$ cat src/rtl/wb_slave_ram64.sv
// wb_slave_ram64 -- Wishbone classic slave backing a 64-bit RAM window.
//
// Sits behind the debug-path 64-bit master. A request (cyc_i & stb_i) is
// latched in IDLE, optionally delayed by WAIT_STATES cycles, committed
// (RAM write or read into data_o) on the edge that raises ack_o, and the
// ack plus read data are then held until the master drops the strobe.
//
// Optional feature macro: WB_SLAVE_RAM64_ERR_EN
//   defined   -> adds err_o; out-of-range accesses answer with err_o
//                instead of ack_o and do not update data_o.
//   undefined -> no err_o; out-of-range accesses are acked.
//
// Ports:
//   clk_i, rst_i      clock, asynchronous active-high reset
//   addr_i[31:0]      byte address (bits [2:0] ignored)
//   data_i[63:0]      write data
//   we_i              1 = write
//   cyc_i, stb_i      bus cycle / strobe
//   data_o[63:0]      read data, held until the next read commit
//   ack_o             transfer acknowledge
//   oor_sticky_o      set by any out-of-range access, cleared by reset
//   err_o             error acknowledge (only with WB_SLAVE_RAM64_ERR_EN)
module wb_slave_ram64 #(
    parameter int          DEPTH          = 16,
    parameter logic [31:0] BASE_ADDR      = 32'h0000_0000,
    parameter int          WAIT_STATES    = 0,
    parameter logic [63:0] OOR_READ_VALUE = 64'hDEAD_BEEF_DEAD_BEEF
) (
    input  logic        clk_i,
    input  logic        rst_i,
    input  logic [31:0] addr_i,
    input  logic [63:0] data_i,
    input  logic        we_i,
    input  logic        cyc_i,
    input  logic        stb_i,
    output logic [63:0] data_o,
    output logic        ack_o,
    output logic        oor_sticky_o
`ifdef WB_SLAVE_RAM64_ERR_EN
    ,
    output logic        err_o
`endif
);

    localparam int AW = $clog2(DEPTH);
    // One bit wider than the address so BASE_ADDR + DEPTH*8 cannot wrap.
    localparam logic [32:0] LIMIT = {1'b0, BASE_ADDR} + 33'(DEPTH) * 33'd8;

`ifdef WB_SLAVE_RAM64_ERR_EN
    localparam bit ERR_EN = 1'b1;
`else
    localparam bit ERR_EN = 1'b0;
`endif

    // Parameter sanity checks, flagged at elaboration.
    generate
        if (WAIT_STATES < 0 || WAIT_STATES > 15) begin : g_bad_ws
            $error("wb_slave_ram64: WAIT_STATES must be in 0..15");
        end
        if (DEPTH < 2 || DEPTH > 1024 || (DEPTH & (DEPTH - 1)) != 0) begin : g_bad_depth
            $error("wb_slave_ram64: DEPTH must be a power of two in 2..1024");
        end
        if (BASE_ADDR[2:0] != 3'b000) begin : g_bad_base
            $error("wb_slave_ram64: BASE_ADDR must be 8-byte aligned");
        end
    endgenerate

    // S_ACK is the single commit cycle; ack_o rises on the edge leaving it.
    // S_HOLD keeps ack_o high until the strobe drops.
    typedef enum logic [1:0] {
        S_IDLE,
        S_WAIT,
        S_ACK,
        S_HOLD
    } state_t;

    state_t          state_q, state_d;
    logic [3:0]      cnt_q, cnt_d;
    logic [AW-1:0]   idx_q;
    logic [63:0]     wdata_q;
    logic            we_q;
    logic            inr_q;

    logic [63:0]     mem [DEPTH];

    logic            req;
    logic            in_range;
    logic [31:0]     offset;
    logic [AW-1:0]   idx_d;
    logic            accept;
    logic            commit;
    logic            ack_d;
    logic            err_d;
    logic            unused_bits;

    assign req         = cyc_i & stb_i;
    assign in_range    = ({1'b0, addr_i} >= {1'b0, BASE_ADDR}) && ({1'b0, addr_i} < LIMIT);
    assign offset      = addr_i - BASE_ADDR;
    assign idx_d       = offset[AW+2:3];
    // Byte lane bits and bits above the window only matter via in_range.
    assign unused_bits = ^{offset[31:AW+3], offset[2:0]};

    always_comb begin
        state_d = state_q;
        cnt_d   = cnt_q;
        accept  = 1'b0;
        commit  = 1'b0;
        unique case (state_q)
            S_IDLE: begin
                if (req) begin
                    accept  = 1'b1;
                    cnt_d   = 4'(WAIT_STATES);
                    state_d = (WAIT_STATES == 0) ? S_ACK : S_WAIT;
                end
            end
            S_WAIT: begin
                if (!req) begin
                    state_d = S_IDLE;           // abort: nothing committed
                end else if (cnt_q == 4'd1) begin
                    cnt_d   = 4'd0;
                    state_d = S_ACK;
                end else begin
                    cnt_d = cnt_q - 4'd1;
                end
            end
            S_ACK: begin
                if (!req) begin
                    state_d = S_IDLE;           // master left before the ack
                end else begin
                    commit  = 1'b1;
                    state_d = S_HOLD;
                end
            end
            S_HOLD: begin
                if (!req) state_d = S_IDLE;
            end
            default: state_d = S_IDLE;
        endcase
    end

    // Response flags follow the next state so they rise with the commit and
    // fall on the first edge that sees the strobe low.
    assign ack_d = (state_d == S_HOLD) && (inr_q || !ERR_EN);
    assign err_d = (state_d == S_HOLD) && !inr_q && ERR_EN;

    always_ff @(posedge clk_i or posedge rst_i) begin
        if (rst_i) begin
            state_q      <= S_IDLE;
            cnt_q        <= 4'd0;
            idx_q        <= '0;
            wdata_q      <= 64'd0;
            we_q         <= 1'b0;
            inr_q        <= 1'b0;
            data_o       <= 64'd0;
            ack_o        <= 1'b0;
            oor_sticky_o <= 1'b0;
`ifdef WB_SLAVE_RAM64_ERR_EN
            err_o        <= 1'b0;
`endif
        end else begin
            state_q <= state_d;
            cnt_q   <= cnt_d;
            ack_o   <= ack_d;
`ifdef WB_SLAVE_RAM64_ERR_EN
            err_o   <= err_d;
`endif
            if (accept) begin
                idx_q   <= idx_d;
                wdata_q <= data_i;
                we_q    <= we_i;
                inr_q   <= in_range;
            end
            // Reads update data_o; with the error response an out-of-range
            // read leaves it alone.
            if (commit && !we_q && (inr_q || !ERR_EN))
                data_o <= inr_q ? mem[idx_q] : OOR_READ_VALUE;
            if (commit && !inr_q)
                oor_sticky_o <= 1'b1;
        end
    end

    // RAM contents survive reset.
    always_ff @(posedge clk_i) begin
        if (commit && we_q && inr_q)
            mem[idx_q] <= wdata_q;
    end

    logic unused_err;
    assign unused_err = err_d;

endmodule

$ cat config.mk
export PLATFORM = sky130hd
export DESIGN_NAME = wb_slave_ram64
export DESIGN_NICKNAME = d
export VERILOG_FILES = /design/src/rtl/wb_slave_ram64.sv
export SDC_FILE = /design/constraint.sdc
export NUM_CORES = 1
export LEC_CHECK = 0
export ABC_AREA = 0
export CORE_MARGIN = 8
export CORE_UTILIZATION = 35
export DETAILED_ROUTE_END_ITERATION = 6
export HOLD_SLACK_MARGIN = 0.12
export PLACE_DENSITY = 0.59
export SLEW_MARGIN = 20
export SYNTH_ARGS = -nofsm -noshare
export SYNTH_HDL_FRONTEND = slang
export SYNTH_SLANG_ARGS = --single-unit
$ cat constraint.sdc
create_clock -name clk_i -period 15.77 [get_ports clk_i]
set_clock_uncertainty 0.2 [all_clocks]
set_input_delay 2.3655 -clock clk_i [delete_from_list [all_inputs] [get_ports clk_i]]
set_output_delay 2.3655 -clock clk_i [all_outputs]
set_load 0.02 [all_outputs]
==> results.py <==
metrics = {
    "status": {
        "outcome": "complete, but fails checks",
        "failed_checks": "design-rule violations",
    },
    "detailed_routing": {
        "num_vias": 23100,
        "drt_iter0_drc": 2267,
        "route.detailed.vias_per_inst": 5.25,
        "routed_wire_length_per_instance_um": 25.2,
        "met2WireLength_mm": 54.1,
        "dr.max_layer_used": "met4",
        "detailedRoute.firstPassIterationCount": 7,
        "drc_errors": 9,
        "metal1_wirelength_mm": 47.9,
        "postRouteAntennaNets": 0,
        "routed_wl_mm": 111,
        "detailroute.wirelength.met3_mm": 6.62,
    },
    "critical_path": {
        "timing.critical_path.to_type": "flip-flop",
        "cp_data_required_time_ns": 15.87,
        "worst_setup_path_endpoint": "mem[1][30]$_DFFE_PP_",
        "r2r_slack_ns": 11.23,
        "path_delay_family": "simple AND/OR/NAND/NOR gates",
        "worst_setup_path_startpoint": "cyc_i",
        "path_buf_inv": 2,
        "timing.critical_path.fanout_max": 51,
        "timing.reg2reg.worst_path_depth": 7,
        "worstSetupStartpointType": "input port",
        "rr_startpoint": "idx_q[1]$_DFFE_PP0P_",
        "slowest_stage_delay_cp_ns": 0.96,
        "path_class": "in2reg",
        "crit_path_cell_trace": "clkdlybuf4s50_1 > nand4b_4 > or4_1 > nor3_4 > buf_4",
        "cp_data_arrival_time_ns": 5.68,
        "critPathSlowestCell": "buf_4",
        "total_stage_count_of_the_critical_path": 5,
        "critical_path.reg2reg.endpoint": "data_o[57]$_DFFE_PP0P_",
    },
    "cts": {
        "cts_max_path_buffers": 3,
        "clock_tree_from_tritoncts": "done",
        "ctsRootBufferMaster": "clkbuf_16",
        "numCtsBuffers": 116,
        "cts-resized-gates": 0,
        "clock_sink_count": 1166,
        "buffer_count_from_post_cts_setup_fixing": 0,
        "clk_transition_reported_paths_ns": 0.06,
        "cts_hold_repair_buffers": 0,
        "clkLatencyLatePin_ns": 0.69,
        "htree_levels": 3,
    },
    "timing": {
        "maxClockFrequency_mhz": 179,
        "max_slew_margin_pct": 21.0,
        "slew_viol_final": 0,
        "timing.final.hold_violations": 0,
        "final.min_clock_period_ns": 5.58,
        "setup_total_negative_slack_ns": 0,
        "rsz_0062_raised_after_global_routing": "false",
        "setup_ws_ns": 10.19,
        "finalSetupViolCount": 0,
        "worst_margin_pin_slew_ns": 1.18,
        "period_share_pct": 35.4,
    },
    "power": {
        "cellLeakagePower_nw": 17.6,
        "seq_power_share_pct": 51.4,
        "p_sw_share_pct": 24.8,
        "net-switching-power_mw": 1.83,
        "share_comb_of_total_power_pct": 11.7,
        "irDropWorstVdd_mv": 0.0907,
        "p_int_mw": 5.55,
        "power.density_nw_per_um2": 142,
        "power.share.clock_pct": 36.9,
    },
    "floorplan": {
        "overall_die_height_um": 373,
        "floorplan.rows": 131,
        "core_area_um2": 127000,
        "floorplan.die_area_um2": 139000,
        "i_o_pin_count": 167,
        "start_util_pct": 35.1,
        "die_x_um": 373,
    },
    "synth": {
        "postSynth.asyncResetShare_pct": 12.2,
        "ys_ff_latch": 1166,
        "yosys-top-cells-area": "edfxtp_1, mux2i_1, dfrtp_1",
        "yosysUniqueCellTypes": 37,
        "synth_area_per_inst_um2": 18.3,
        "synth_sequential_area_ratio_pct": 77.0,
        "yosysTopAreaCell": "edfxtp_1",
        "synth_area_um2": 44600,
        "synth_warnings": 0,
        "synthesized_instance_count": 2437,
        "postSynthNetCount": 2540,
        "synth.cells.most_frequent": "edfxtp_1, mux2i_1, o22ai_1",
        "synth_largest_type_area_fraction_pct": 69.0,
        "synth.most_common_cell": "edfxtp_1",
        "dominantRegCellSynth": "edfxtp_1",
        "number_of_synthesized_flops_with_an_enable_pin": 1024,
    },
    "placement": {
        "hpwl_mm": 57.5,
        "numPortBuffers": 163,
        "dpl_cell_area_um2": 47900,
        "gp_congestion": 0.756,
        "placed_cells": 4172,
        "post-place-ws_ns": 9.43,
    },
    "final_layout": {
        "antenna_cells_inserted": 0,
        "seq_area_um2": 34300,
        "filler_cell_count": 11100,
        "nNetsFinal": 2736,
        "instances_no_fill": 4399,
        "final_layout_size_suffix_gt1_share_pct": 15.5,
        "final_area_um2": 51800,
        "flow.area_growth_from_synthesis_pct": 16.3,
        "multi_input_area_um2": 9470,
    },
    "global_routing": {
        "pin_count_of_the_biggest_net_entering_global_routing": 121,
        "grt_usage_pct": 15.4,
        "number_of_global_route_vias_before_repair": 23600,
        "antenna_violations_before_repair": 4,
        "globalRouteOverflowTotal": 0,
        "global_route_wire_length_before_repair_mm": 161,
    },
    "min_path": {
        "worstHoldPathType": "reg2reg",
    },
    "job": {
        "maxCapViolations": 0,
    },
}
[worst min-delay path: stages, from the launching register on]
cell     delay, ns
dfrtp_1       0.36
nand2_1       0.06
o21ai_0       0.07
[state kept, by name (all words and copies together), names as in the netlist]
register and cells:
mem 1024, data_o 64, wdata_q 64, cnt_q 4, idx_q 4, state_q 2, ack_o 1, inr_q 1
oor_sticky_o 1, we_q 1
[power by group through the flow]
stage	Sequential, mW	Clock [mW]	Combinational (mW)
after floorplan	3.81	0	0.558
after global placement	3.84	0	0.860
after detailed placement	3.86	0	0.870
after CTS	3.79	2.78	0.873
after global routing	3.82	2.91	0.923
final	3.79	2.73	0.863
[layout make-up]
cell class,count,share of cell area [%]
multi-input combinational,1125,18.3
tap,1662,4.01
clock inverter,51,0.949
inverter,9,0.0797
clock buffer,171,6.41
timing repair buffer,215,4.09
sequential,1166,66.2
[cell families after synthesis]
kind of cell	after synthesis	synth area share, %
fa+ha+maj	2	0.0561
compound gates	357	4.64
flops	1166	77.0
simple gates	200	2.24
mux	566	13.9
buf+inv	146	2.15
[per-layer routing]
metal	track usage (%)	vias to the layer above
met5	0	-
met4	3.77	0
met3	2.56	149
met2	26.0	811
met1	20.8	12000
li1	-	10100
[layout by cell type, fill, tap and decap left out, drive strengths merged, types with 8 or more instances in the layout]
cell type         n
a21oi            67
a31oi            45
buf              52
bufinv            8
clkbuf          171
clkdlybuf4s50   163
clkinv           37
dfrtp           142
edfxtp         1024
inv              13
mux2            114
mux2i           420
mux4             32
nor2             72
nor3             73
o21ai            66
o22ai           178
or2              17
[metrics by stage]
step / util, % / total power, mW / hold WS (ns)
global route: 40.8 / 7.65 / 0.359
CTS: 40.7 / 7.45 / 0.314
detailed placement: 37.7 / 4.73 / 0.278
global placement: 37.7 / 4.70 / 0.270
finish: 40.8 / 7.39 / 0.322
floorplan: - / 4.36 / 0.250
[worst min path at each step]
stage	startpoint	endpoint	slack, ns	cells after the start
final	cnt_q[1]$_DFFE_PP0P_	cnt_q[1]$_DFFE_PP0P_	0.32	2
after global routing	cnt_q[1]$_DFFE_PP0P_	cnt_q[1]$_DFFE_PP0P_	0.36	2
after CTS	cnt_q[1]$_DFFE_PP0P_	cnt_q[1]$_DFFE_PP0P_	0.31	2
after detailed placement	cnt_q[1]$_DFFE_PP0P_	cnt_q[1]$_DFFE_PP0P_	0.28	2
after global placement	cnt_q[1]$_DFFE_PP0P_	cnt_q[1]$_DFFE_PP0P_	0.27	2
after floorplan	cnt_q[1]$_DFFE_PP0P_	cnt_q[1]$_DFFE_PP0P_	0.25	2
Note: power is estimated with default switching activity, not from simulation.
